File: src/rtl/bin_to_bcd_seq.sv
// Sequential binary-to-BCD converter (double dabble), one input bit per clock,
// with valid/ready handshakes on both the operand and result sides.
module bin_to_bcd_seq #(
  parameter int N = 24,
  parameter int D = 8
) (
  input  logic           clk,
  input  logic           rst,
  input  logic           In_Valid,
  input  logic [N-1:0]   Bin_In,
  output logic           In_Ready,
  output logic           Out_Valid,
  input  logic           Out_Ready,
  output logic [4*D-1:0] BCD_Out,
  output logic           Busy
);

  localparam int CW = $clog2(N + 1);
  localparam logic [CW-1:0] LAST = CW'(N - 1);

  typedef enum logic [1:0] {IDLE, SHIFT, DONE} state_t;

  state_t         state, state_nxt;
  logic [N-1:0]   sreg;
  logic [4*D-1:0] acc, adj, acc_nxt;
  logic [CW-1:0]  cnt;
  logic [4*D-1:0] bcd_q;

  always_ff @(posedge clk) begin
    if (rst) state <= IDLE;
    else     state <= state_nxt;
  end

  always_comb begin
    state_nxt = state;
    case (state)
      IDLE:    if (In_Valid)        state_nxt = SHIFT;
      SHIFT:   if (cnt == LAST)     state_nxt = DONE;
      DONE:    if (Out_Ready)       state_nxt = IDLE;
      default:                      state_nxt = IDLE;
    endcase
  end

  always_comb begin
    In_Ready  = (state == IDLE);
    Busy      = (state == SHIFT);
    Out_Valid = (state == DONE);
  end

  // Add-3 correction on every digit, then shift the next operand bit into digit 0
  always_comb begin
    adj = acc;
    for (int unsigned i = 0; i < D; i++) begin
      if (acc[4*i +: 4] >= 4'd5) adj[4*i +: 4] = acc[4*i +: 4] + 4'd3;
    end
    acc_nxt = {adj[4*D-2:0], sreg[N-1]};
  end

  // Result is captured into its own register so BCD_Out holds the last answer
  // while the accumulator is reused by the next conversion.
  always_ff @(posedge clk) begin
    if (rst) begin
      sreg  <= '0;
      acc   <= '0;
      cnt   <= '0;
      bcd_q <= '0;
    end else begin
      case (state)
        IDLE: begin
          if (In_Valid) begin
            sreg <= Bin_In;
            acc  <= '0;
            cnt  <= '0;
          end
        end
        SHIFT: begin
          acc  <= acc_nxt;
          sreg <= sreg << 1;
          cnt  <= cnt + CW'(1);
          if (cnt == LAST) bcd_q <= acc_nxt;
        end
        default: ;
      endcase
    end
  end

  assign BCD_Out = bcd_q;

endmodule

File: config.mk
export PLATFORM = sky130hd
export DESIGN_NAME = bin_to_bcd_seq
export DESIGN_NICKNAME = d
export VERILOG_FILES = /design/src/rtl/bin_to_bcd_seq.sv
export SDC_FILE = /design/constraint.sdc
export NUM_CORES = 1
export LEC_CHECK = 0
export ABC_AREA = 1
export BUFFER_PORTS_ARGS = -buffer_cell sky130_fd_sc_hd__buf_2
export CORE_UTILIZATION = 52
export DETAILED_ROUTE_END_ITERATION = 12
export PLACE_DENSITY = 0.76
export SYNTH_ARGS = -nofsm -noshare
export SYNTH_HDL_FRONTEND = slang
export SYNTH_SLANG_ARGS = --single-unit
File: constraint.sdc
create_clock -name clk -period 1.28 [get_ports clk]
set_input_delay 0.256 -clock clk [delete_from_list [all_inputs] [get_ports clk]]
set_output_delay 0.256 -clock clk [all_outputs]
set_load 0.05 [all_outputs]
==> run_results.csv, run 1 <==
group,metric,value,unit
timing,worst-slew-pin-transition,0.371,ns
clock_tree,clock_tree.htree_level_count,3,
power_and_ir_drop,static-leakage-power,3.19,nW
run,maxCapViolations,0,
drt,post_drt_via_cell_ratio,6.30,
placement,dpl-instance-area,5280,µm²
outcome,status,"finished with violations",
placement,estimated_wirelength_of_the_detail_placed_design,7.16,mm
synthesis,cell_count_after_synthesis,637,
clock_tree,cts_tree,"done",
synthesis,synth_cell_types,21,
floorplanning,floorplan.initialDensity,0.542,
floorplanning,num_ports,63,
global_route,grt_pass1_vias,4601,
setup_path,path_cells,"ha_4 > nand2_4 > inv_4 > nand3_4 > nor2_4 > bufbuf_16 > o21ai_0 > nor2_1",
placement,routabilityCongestion,0.917,
drt,detail_route.iter0.violations,799,
clock_tree,ctsRootBufferMaster,"sky130_fd_sc_hd__clkbuf_8",
clock_tree,clock_sink_count,95,
timing,final.setup.tns,-9.14,ns
finish,areaGrowthSynthToFinish,56.8,%
power_and_ir_drop,ir_drop,882,µV
setup_path,critPathKind,"flop to flop",
timing,drv_slew,0,
finish,diodes,0,
setup_path,worst_setup_path_start_kind,"flop",
floorplanning,floorplan.core_area,8260,µm²
outcome,failing_checks,"setup timing",
timing,timing.slew.headroom,0.750,
clock_tree,cts_buffers,9,
placement,port_buffers,62,
power_and_ir_drop,powerDensity,886,nW/µm²
clock_tree,cts_max_path_buffers,2,
global_route,grt.overflow.total,0,
setup_path,required,1.59,ns
synthesis,ys_warn_count,0,
setup_path,cp.arrival,1.92,ns
synthesis,ys_seq_elements,95,
clock_tree,clkTransAtPathRegs,0.10,ns
finish,num-fill-cells,401,
synthesis,synth_fp_nets,682,
setup_path,critical_path_endpoint_category,"flop",
global_route,grt_first_pass_wirelength,20.6,mm
drt,first_pass_iters,6,
floorplanning,fp.dieArea,8970,µm²
finish,finalInstanceArea,7010,µm²
timing,timing.final.ws_setup,-0.329,ns
timing,clock_skew,0.0152,ns
synthesis,synth_top_cell_by_area,"sky130_fd_sc_hd__dfxtp_1",
timing,report.final.hold_viol_count,0,
drt,detail_route.wl_per_cell,21.3,µm
clock_tree,ctsHoldBuffers,0,
floorplanning,num_rows,33,
synthesis,syn-mean-instance-area,7.02,µm²
setup_path,crit_fanout,8,
global_route,antenna_found_initial,1,
timing,max_clock_freq,0.622,GHz
min_path,holdCritPathClass,"primary input to flop",
drt,via_count,5541,
global_route,track_usage,0.296,
setup_path,timing.critical_path.slowest_stage_cell,"sky130_fd_sc_hd__dfxtp_2",
finish,post_route_cells_drive_above_1_share,0.461,
setup_path,timing.critical_path.slowest_cell_delay,0.37,ns
timing,setup_viol,93,
finish,nNetsFinal,815,
synthesis,most_area_consuming_cells_after_synthesis,"sky130_fd_sc_hd__dfxtp_1, sky130_fd_sc_hd__nand2_1, sky130_fd_sc_hd__a21oi_1, sky130_fd_sc_hd__nand3_1, sky130_fd_sc_hd__inv_1",
timing,timing.final.crit_period,1.61,ns
global_route,pin_count_of_the_biggest_net_entering_global_routing,56,
synthesis,post-synth-top-area-fraction,0.425,
synthesis,synth.cell_area,4470,µm²
floorplanning,dieHeight,94.7,µm
floorplanning,floorplan.die.width,94.7,µm
drt,final_antenna_net_count,0,
timing,setup_repair_after_global_routing_missed_its_margin,"yes",
timing,finalCritPeriodShare,1.26,
clock_tree,worstSkewPairLatency,0.39,ns
power_and_ir_drop,total_power,6.21,mW
synthesis,synth.yosys.seq_area_share,0.425,
drt,totalWireLength,18.8,mm
drt,drcViolationCount,0,
## synth_stat cells
cell type                  number
sky130_fd_sc_hd__a21oi_1       76
sky130_fd_sc_hd__a22oi_1       14
sky130_fd_sc_hd__a31oi_1        3
sky130_fd_sc_hd__buf_1          1
sky130_fd_sc_hd__buf_2         11
sky130_fd_sc_hd__buf_4          3
sky130_fd_sc_hd__buf_6          4
sky130_fd_sc_hd__clkbuf_1      11
sky130_fd_sc_hd__dfxtp_1       95
sky130_fd_sc_hd__ha_1          17
sky130_fd_sc_hd__inv_1         66
sky130_fd_sc_hd__inv_2          4
sky130_fd_sc_hd__nand2_1      192
sky130_fd_sc_hd__nand3_1       53
sky130_fd_sc_hd__nand4_1       17
sky130_fd_sc_hd__nand4_2        1
sky130_fd_sc_hd__nor2_1        30
sky130_fd_sc_hd__nor2_2         1
sky130_fd_sc_hd__nor2_4         1
sky130_fd_sc_hd__o211ai_1       1
sky130_fd_sc_hd__o21ai_0       36
## layout by cell type (no fill, tap or decap), types with 2 or more instances in the layout
master	instances
sky130_fd_sc_hd__a21oi_1	38
sky130_fd_sc_hd__a21oi_2	37
sky130_fd_sc_hd__a22oi_2	13
sky130_fd_sc_hd__a31oi_1	3
sky130_fd_sc_hd__buf_12	11
sky130_fd_sc_hd__buf_16	3
sky130_fd_sc_hd__buf_2	53
sky130_fd_sc_hd__buf_4	47
sky130_fd_sc_hd__buf_6	18
sky130_fd_sc_hd__buf_8	4
sky130_fd_sc_hd__clkbuf_1	2
sky130_fd_sc_hd__clkbuf_16	9
sky130_fd_sc_hd__clkbuf_4	6
sky130_fd_sc_hd__clkbuf_8	12
sky130_fd_sc_hd__dfxtp_1	77
sky130_fd_sc_hd__dfxtp_2	14
sky130_fd_sc_hd__dfxtp_4	4
sky130_fd_sc_hd__ha_1	7
sky130_fd_sc_hd__ha_2	4
sky130_fd_sc_hd__ha_4	6
sky130_fd_sc_hd__inv_1	53
sky130_fd_sc_hd__inv_2	10
sky130_fd_sc_hd__inv_4	5
sky130_fd_sc_hd__nand2_1	124
sky130_fd_sc_hd__nand2_2	44
sky130_fd_sc_hd__nand2_4	22
sky130_fd_sc_hd__nand2_8	2
sky130_fd_sc_hd__nand3_1	38
sky130_fd_sc_hd__nand3_2	6
sky130_fd_sc_hd__nand3_4	9
sky130_fd_sc_hd__nand4_1	17
sky130_fd_sc_hd__nor2_1	23
sky130_fd_sc_hd__nor2_2	2
sky130_fd_sc_hd__nor2_4	7
sky130_fd_sc_hd__o21ai_0	29
sky130_fd_sc_hd__o21ai_1	5
sky130_fd_sc_hd__o21ai_2	2
## registers in the layout, summed over array words and instances, names as in the netlist
signal and flops:
cnt 5, acc 32, sreg 24, BCD_Out 32, state 2
## worst max-delay path: cells and delay by family (launching register included)
kind,cells,cell delay [ns]
AOI/OAI and AO/OA,1,0.14
DFF,1,0.37
adders and majority gates,1,0.16
buffers and inverters,2,0.37
and+or+nand+nor,4,0.48
## logic make-up after synthesis
logic type | count (synthesis) | synth area share
compound gates | 130 | 0.155
flops | 95 | 0.425
buf+inv | 100 | 0.0962
simple gates | 295 | 0.276
fa+ha+maj | 17 | 0.0476
## what timing repair did
item                       CTS  global route
gates resized for setup     81           220
setup endpoints to repair   58           103
gates cloned                 7             9
setup buffers               13            14
pin swaps                   12            43
## metrics by stage
stage                     setup slack, ns  instances   util  hold slack (ns)
final                              -0.329        880  0.849            0.116
after global routing               -0.447        880  0.849            0.126
after CTS                          -0.136        864  0.733            0.129
after detailed placement          -0.0897        828  0.639            0.456
after global placement            -0.0342        828  0.639            0.446
after floorplan                  0.000729        637      -            0.403
## power breakdown
group / internal [mW] / switching [mW] / total (mW)
Sequential: 3.01 / 0.0535 / 3.06
Clock: 1.07 / 1.16 / 2.23
Combinational: 0.444 / 0.486 / 0.930
## final cells by class
class	instances	area, µm²	share of cell area
repair buffers	152	1490	0.212
clock buffers	14	173	0.0246
clock inverters	2	37.5	0.00535
inverters	70	295	0.0421
well taps	105	131	0.0187
flip-flops and latches	95	1930	0.276
multi-input cells	442	2950	0.421
## path summary, 6_finish.rpt
check / startpoint / end / slack, ns / depth (start not counted)
worst max register to register: cnt[0] / BCD_Out[22] / -0.33 / 8
worst max-delay path: cnt[0] / BCD_Out[22] / -0.33 / 8
worst min-delay path: Bin_In[0] / sreg[0] / 0.12 / 3
worst min register to register: BCD_Out[7] / BCD_Out[7] / 0.47 / 2
## per-layer routing
layer | part of all wire | GRT usage
met3 | 0.11 | 0.0539
met1 | 0.35 | 0.339
met4 | 0.070 | 0.154
met5 | 0 | 0
met2 | 0.47 | 0.523
Note: power is estimated with default switching activity, not from simulation.
==> inputs of run 2 (changes only) <==
- CORE_UTILIZATION: 52 -> 55
- PLACE_DENSITY: 0.76 -> 0.77
- clock period: 1.28 -> 1.7 ns (I/O delays scaled with it)
==> run 2 against run 1 <==
Effect of this change:
- the run now ends clean
- clock skew up 0.00095 ns
- flip-flop and latch count unchanged
- sequential share of layout area up 9.7 points
- combinational power down 67%
- wire length down 47%
- first-iteration DRC count down 77%
- cell count down 9.1%
- power down 32%
- register-to-register slack better by 0.55 ns
- hold slack better by 0.13 ns
- utilization down 20 points
- sequential power down 25%
- critical path type is now flop to output pin
- highest routed layer unchanged
==> run_results.csv, run 2 (synthesis gave the netlist of run 1 again) <==
group,metric,value,unit
outcome,status,"completed",
floorplanning,fp.dieArea,8500,µm²
finish,layout_commonest_cell,"sky130_fd_sc_hd__nand2_1",
timing,setup_viol,0,
clock_tree,clock_sink_count,95,
setup_path,required,1.36,ns
drt,final_antenna_net_count,0,
timing,clock_skew,0.0161,ns
finish,seq_area,1900,µm²
global_route,grt.overflow.total,0,
global_route,grt_pass1_vias,4032,
finish,layout.cells.most_common_list,"sky130_fd_sc_hd__nand2_1, sky130_fd_sc_hd__dfxtp_1, sky130_fd_sc_hd__a21oi_1",
drt,post_drt_via_cell_ratio,5.31,
placement,routabilityCongestion,0.844,
clock_tree,cts_buffers,9,
floorplanning,dieHeight,92.2,µm
global_route,pin_count_of_the_biggest_net_entering_global_routing,52,
timing,report.final.hold_viol_count,0,
clock_tree,post_cts_buffers,0,
setup_path,critPathKind,"flop to output pin",
drt,first_pass_iters,5,
finish,num-fill-cells,684,
placement,placed_cells,785,
floorplanning,num_ports,63,
clock_tree,ctsHoldBuffers,0,
placement,estimated_wirelength_of_the_detail_placed_design,6.77,mm
finish,areaGrowthSynthToFinish,14.1,%
timing,worst-slew-pin-transition,0.302,ns
finish,multiInputGateArea,2140,µm²
global_route,grt_first_pass_wirelength,17.0,mm
global_route,antenna_found_initial,0,
min_path,holdCritPathClass,"primary input to flop",
clock_tree,ctsRootBufferMaster,"sky130_fd_sc_hd__clkbuf_8",
power_and_ir_drop,powerDensity,826,nW/µm²
floorplanning,floorplan.die.width,92.2,µm
clock_tree,cts_max_path_buffers,2,
power_and_ir_drop,ir_drop,420,µV
finish,nNetsFinal,739,
clock_tree,worstSkewPairLatency,0.36,ns
setup_path,critical_path_endpoint_category,"output pin",
drt,detail_route.wl_per_cell,12.4,µm
finish,diodes,0,
setup_path,worst_setup_path_start_kind,"flop",
finish,post_route_cells_drive_above_1_share,0.140,
run,maxCapViolations,0,
setup_path,crit_fanout,5,
drt,drcViolationCount,0,
floorplanning,num_rows,32,
timing,timing.slew.headroom,0.798,
floorplanning,floorplan.core_area,7810,µm²
global_route,track_usage,0.246,
timing,max_clock_freq,0.628,GHz
timing,timing.final.crit_period,1.59,ns
clock_tree,clkTransAtPathRegs,0.08,ns
drt,totalWireLength,9.95,mm
drt,detail_route.iter0.violations,180,
clock_tree,cts_tree,"done",
drt,via_count,4245,
clock_tree,clock_tree.htree_level_count,3,
setup_path,cp.arrival,1.25,ns
finish,final_cells,800,
timing,final.setup.tns,0,ns
power_and_ir_drop,static-leakage-power,2.31,nW
floorplanning,floorplan.initialDensity,0.573,
timing,setup_repair_after_global_routing_missed_its_margin,"no",
placement,port_buffers,62,
timing,finalCritPeriodShare,0.936,
timing,drv_slew,0,
clock_tree,post_cts_sizing_count,0,
-- run 2: cell types whose count changed in the layout (fill, tap and decap cells not counted), moves of 10 or more --
| cell | delta |
|---|---|
| sky130_fd_sc_hd__nand2_1 | +68 |
| sky130_fd_sc_hd__nand2_2 | -44 |
| sky130_fd_sc_hd__a21oi_1 | +38 |
| sky130_fd_sc_hd__a21oi_2 | -37 |
| sky130_fd_sc_hd__buf_4 | -36 |
| sky130_fd_sc_hd__nand2_4 | -22 |
| sky130_fd_sc_hd__buf_6 | -18 |
| sky130_fd_sc_hd__dfxtp_1 | +18 |
| sky130_fd_sc_hd__nand3_1 | +15 |
| sky130_fd_sc_hd__dfxtp_2 | -14 |
| sky130_fd_sc_hd__a22oi_1 | +13 |
| sky130_fd_sc_hd__a22oi_2 | -13 |
| sky130_fd_sc_hd__inv_1 | +13 |
| sky130_fd_sc_hd__ha_1 | +10 |
-- run 2: final timing paths --
path | startpoint | end | slack, ns | cells after the start
hold / removal | Bin_In[0] | sreg[0] | 0.25 | 3
hold reg to reg | sreg[7] | sreg[7] | 0.47 | 2
setup / recovery | state[0] | Busy | 0.11 | 3
setup reg to reg | acc[0] | BCD_Out[2] | 0.22 | 8
-- run 2: worst max-delay path, cell delays in order, from the launching register on --
cell and delay [ns]:
sky130_fd_sc_hd__dfxtp_1 0.40, sky130_fd_sc_hd__inv_2 0.06, sky130_fd_sc_hd__nor2_4 0.13, sky130_fd_sc_hd__buf_2 0.31
-- run 2: layer usage --
layer  wire (µm)  GRT usage
met3         476     0.0547
met5           0          0
met4         104     0.0664
met2        4710      0.428
met1        4660      0.304
-- run 2: per-stage QoR --
| stage | power [mW] | area (µm²) | setup slack (ns) | util | hold WS, ns |
|---|---|---|---|---|---|
| floorplan | 2.55 | 4470 | 0.135 | - | 0.439 |
| global placement | 2.64 | 4890 | 0.322 | 0.626 | 0.448 |
| detailed placement | 2.64 | 4890 | 0.228 | 0.626 | 0.456 |
| CTS | 4.23 | 5100 | 0.0856 | 0.653 | 0.237 |
| global route | 4.37 | 5100 | 0.00740 | 0.653 | 0.228 |
| finish | 4.21 | 5100 | 0.109 | 0.653 | 0.246 |
-- run 2: area by class of cell --
cell class,count,area share
inverters,70,0.0515
clock buffers,11,0.0277
well taps,102,0.0250
multi-input cells,442,0.420
clock inverters,4,0.0137
flip-flops and latches,95,0.373
repair buffers,76,0.0893
-- run 2: report_power, final --
part | internal (mW) | switching [mW]
Clock | 0.858 | 0.761
Combinational | 0.105 | 0.198
Sequential | 2.27 | 0.0251
Total | 3.23 | 0.985
==> inputs of run 3 (changes only) <==
- CORE_UTILIZATION: 55 -> 41
- GPL_TIMING_DRIVEN: unset -> 0
- PLACE_DENSITY: 0.77 -> unset
- clock period: 1.7 -> 1.44 ns (I/O delays scaled with it)
==> run 3 against run 2 <==
Effect of this change:
- the run now ends with setup timing left
- critical path type is now flop to flop
- cell area increased by 12%
- power up 13%
- critical path depth rose by 4
- flip-flop and latch count unchanged
- combinational power is 46% higher
- sequential power grew 18%
- cell count increased by 8.6%
- setup slack got worse by 0.18 ns
- wire length increased by 31%
- clock power barely moved
- via count up 6.1%
- clock skew shrank 0.0077 ns
==> run_results.csv, run 3 (synthesis gave the netlist of run 1 again) <==
group,metric,value,unit
run,maxCapViolations,0,
placement,port_buffers,61,
finish,finalInstanceArea,5740,µm²
floorplanning,dieHeight,106,µm
floorplanning,num_rows,37,
finish,post_route_cells_drive_above_1_share,0.258,
setup_path,critPathKind,"flop to flop",
global_route,grt_first_pass_wirelength,20.3,mm
outcome,failing_checks,"setup timing",
placement,estimated_wirelength_of_the_detail_placed_design,8.45,mm
drt,first_pass_iters,4,
drt,detail_route.wl_per_cell,15.0,µm
timing,setup_repair_after_global_routing_missed_its_margin,"yes",
floorplanning,floorplan.die.width,106,µm
clock_tree,ctsHoldBuffers,0,
finish,final_cells,869,
finish,areaGrowthSynthToFinish,28.3,%
clock_tree,clkTransAtPathRegs,0.09,ns
power_and_ir_drop,powerDensity,831,nW/µm²
timing,timing.final.ws_setup,-0.0665,ns
finish,num-fill-cells,1050,
clock_tree,ctsRootBufferMaster,"sky130_fd_sc_hd__clkbuf_8",
timing,max_clock_freq,0.664,GHz
clock_tree,worstSkewPairLatency,0.39,ns
finish,diodes,0,
min_path,holdCritPathClass,"primary input to flop",
setup_path,required,1.72,ns
placement,dpl_worst_slack,-0.359,ns
global_route,grt_pass1_vias,4173,
global_route,pin_count_of_the_biggest_net_entering_global_routing,15,
placement,routabilityCongestion,0.845,
global_route,grt.overflow.total,0,
clock_tree,cts_tree,"done",
floorplanning,fp.dieArea,11300,µm²
clock_tree,clock_tree.htree_level_count,3,
power_and_ir_drop,ir_drop,515,µV
drt,detail_route.iter0.violations,234,
placement,placed_cells,834,
setup_path,setup.reg_to_reg.worst_slack,-0.07,ns
drt,final_antenna_net_count,0,
drt,totalWireLength,13.1,mm
clock_tree,cts_max_path_buffers,2,
setup_path,critical_path_endpoint_category,"flop",
floorplanning,floorplan.initialDensity,0.427,
setup_path,crit_family,"buffers and inverters",
setup_path,crit_fanout,10,
global_route,track_usage,0.234,
timing,finalCritPeriodShare,1.05,
timing,timing.final.crit_period,1.51,ns
drt,post_drt_via_cell_ratio,5.18,
setup_path,cp.buffers_inverters,3,
global_route,antenna_found_initial,0,
floorplanning,floorplan.core_area,10500,µm²
finish,layout.cells.most_common_list,"sky130_fd_sc_hd__nand2_1, sky130_fd_sc_hd__dfxtp_1, sky130_fd_sc_hd__a21oi_1",
timing,finalHoldWorstSlack,0.151,ns
clock_tree,clock_sink_count,95,
timing,report.final.hold_viol_count,0,
power_and_ir_drop,static-leakage-power,2.56,nW
finish,layout_commonest_cell,"sky130_fd_sc_hd__nand2_1",
outcome,status,"finished with violations",
floorplanning,num_ports,63,
timing,drv_slew,0,
finish,nNetsFinal,774,
setup_path,worst_setup_path_start_kind,"flop",
setup_path,timing.critical_path.slowest_stage_cell,"sky130_fd_sc_hd__dfxtp_4",
timing,setup_viol,18,
placement,dpl-instance-area,4950,µm²
clock_tree,cts_buffers,9,
setup_path,cp.arrival,1.78,ns
timing,timing.slew.headroom,0.400,
timing,worst-slew-pin-transition,0.901,ns
drt,via_count,4504,
timing,clock_skew,0.00842,ns
setup_path,path_cells,"inv_2 > nor2_4 > buf_4 > nand4_4 > buf_8 > a21oi_1 > nor2_1",
drt,drcViolationCount,0,
setup_path,timing.critical_path.slowest_cell_delay,0.38,ns
## run 3: cell types whose count changed in the layout (fill, tap and decap cells not counted), sizes merged
cell	previous run	this run
buf	75	97
clkbuf	12	25
bufinv	2	0
clkinv	2	3
clkinvlp	0	1
## run 3: area by class of cell
| cell class | instances | area (µm²) | share of cell area |
|---|---|---|---|
| multi-input cells | 442 | 2390 | 0.416 |
| flip-flops and latches | 95 | 1930 | 0.336 |
| repair buffers | 81 | 567 | 0.0988 |
| inverters | 70 | 265 | 0.0462 |
| plain buffers | 30 | 256 | 0.0447 |
| well taps | 136 | 170 | 0.0297 |
| clock buffers | 11 | 141 | 0.0247 |
| clock inverters | 4 | 22.5 | 0.00393 |
## run 3: worst reg2reg max path, cell delays in order (launching register included)
cell and delay (ns):
sky130_fd_sc_hd__dfxtp_4 0.38, sky130_fd_sc_hd__inv_2 0.05, sky130_fd_sc_hd__nor2_4 0.13, sky130_fd_sc_hd__buf_4 0.16, sky130_fd_sc_hd__nand4_4 0.21, sky130_fd_sc_hd__buf_8 0.24, sky130_fd_sc_hd__a21oi_1 0.16, sky130_fd_sc_hd__nor2_1 0.07
## run 3: what timing repair did
item | 4_1_cts | 5_1_grt
hold endpoints to repair | 0 | 0
gates cloned | 2 | 3
setup endpoints to repair | 70 | 83
pin swaps | 4 | 21
gates resized for setup | 49 | 78
setup buffers | 12 | 3
## run 3: power by group
| part | internal (mW) | switching (mW) |
|---|---|---|
| clock | 0.658 | 0.961 |
| sequential | 2.67 | 0.0310 |
| combinational | 0.160 | 0.282 |
## run 3: routing by layer
layer | share of wire | vias to the layer above | global-route usage | wire length [µm]
li1 | - | 2263 | - | -
met1 | 0.46 | 2091 | 0.300 | 6060
met2 | 0.47 | 132 | 0.380 | 6130
met3 | 0.049 | 18 | 0.0515 | 647
met4 | 0.018 | 0 | 0.0930 | 233
met5 | 0 | - | 0 | 0
## run 3: final timing paths
path               startpoint     endpoint  depth (start not counted)
setup / recovery     state[0]  BCD_Out[30]                          7
hold / removal      Out_Ready     state[1]                          4
setup reg to reg     state[0]  BCD_Out[30]                          7
hold reg to reg   BCD_Out[15]  BCD_Out[15]                          2
## run 3: stage by stage
step	total power, mW	TNS, ns	util
after global placement	3.15	-11.57	0.474
final	4.76	-0.349	0.548
after floorplan	3.01	-0.0520	-
after CTS	4.79	-0.109	0.518
after detailed placement	3.16	-12.70	0.474
after global routing	4.96	-2.49	0.548
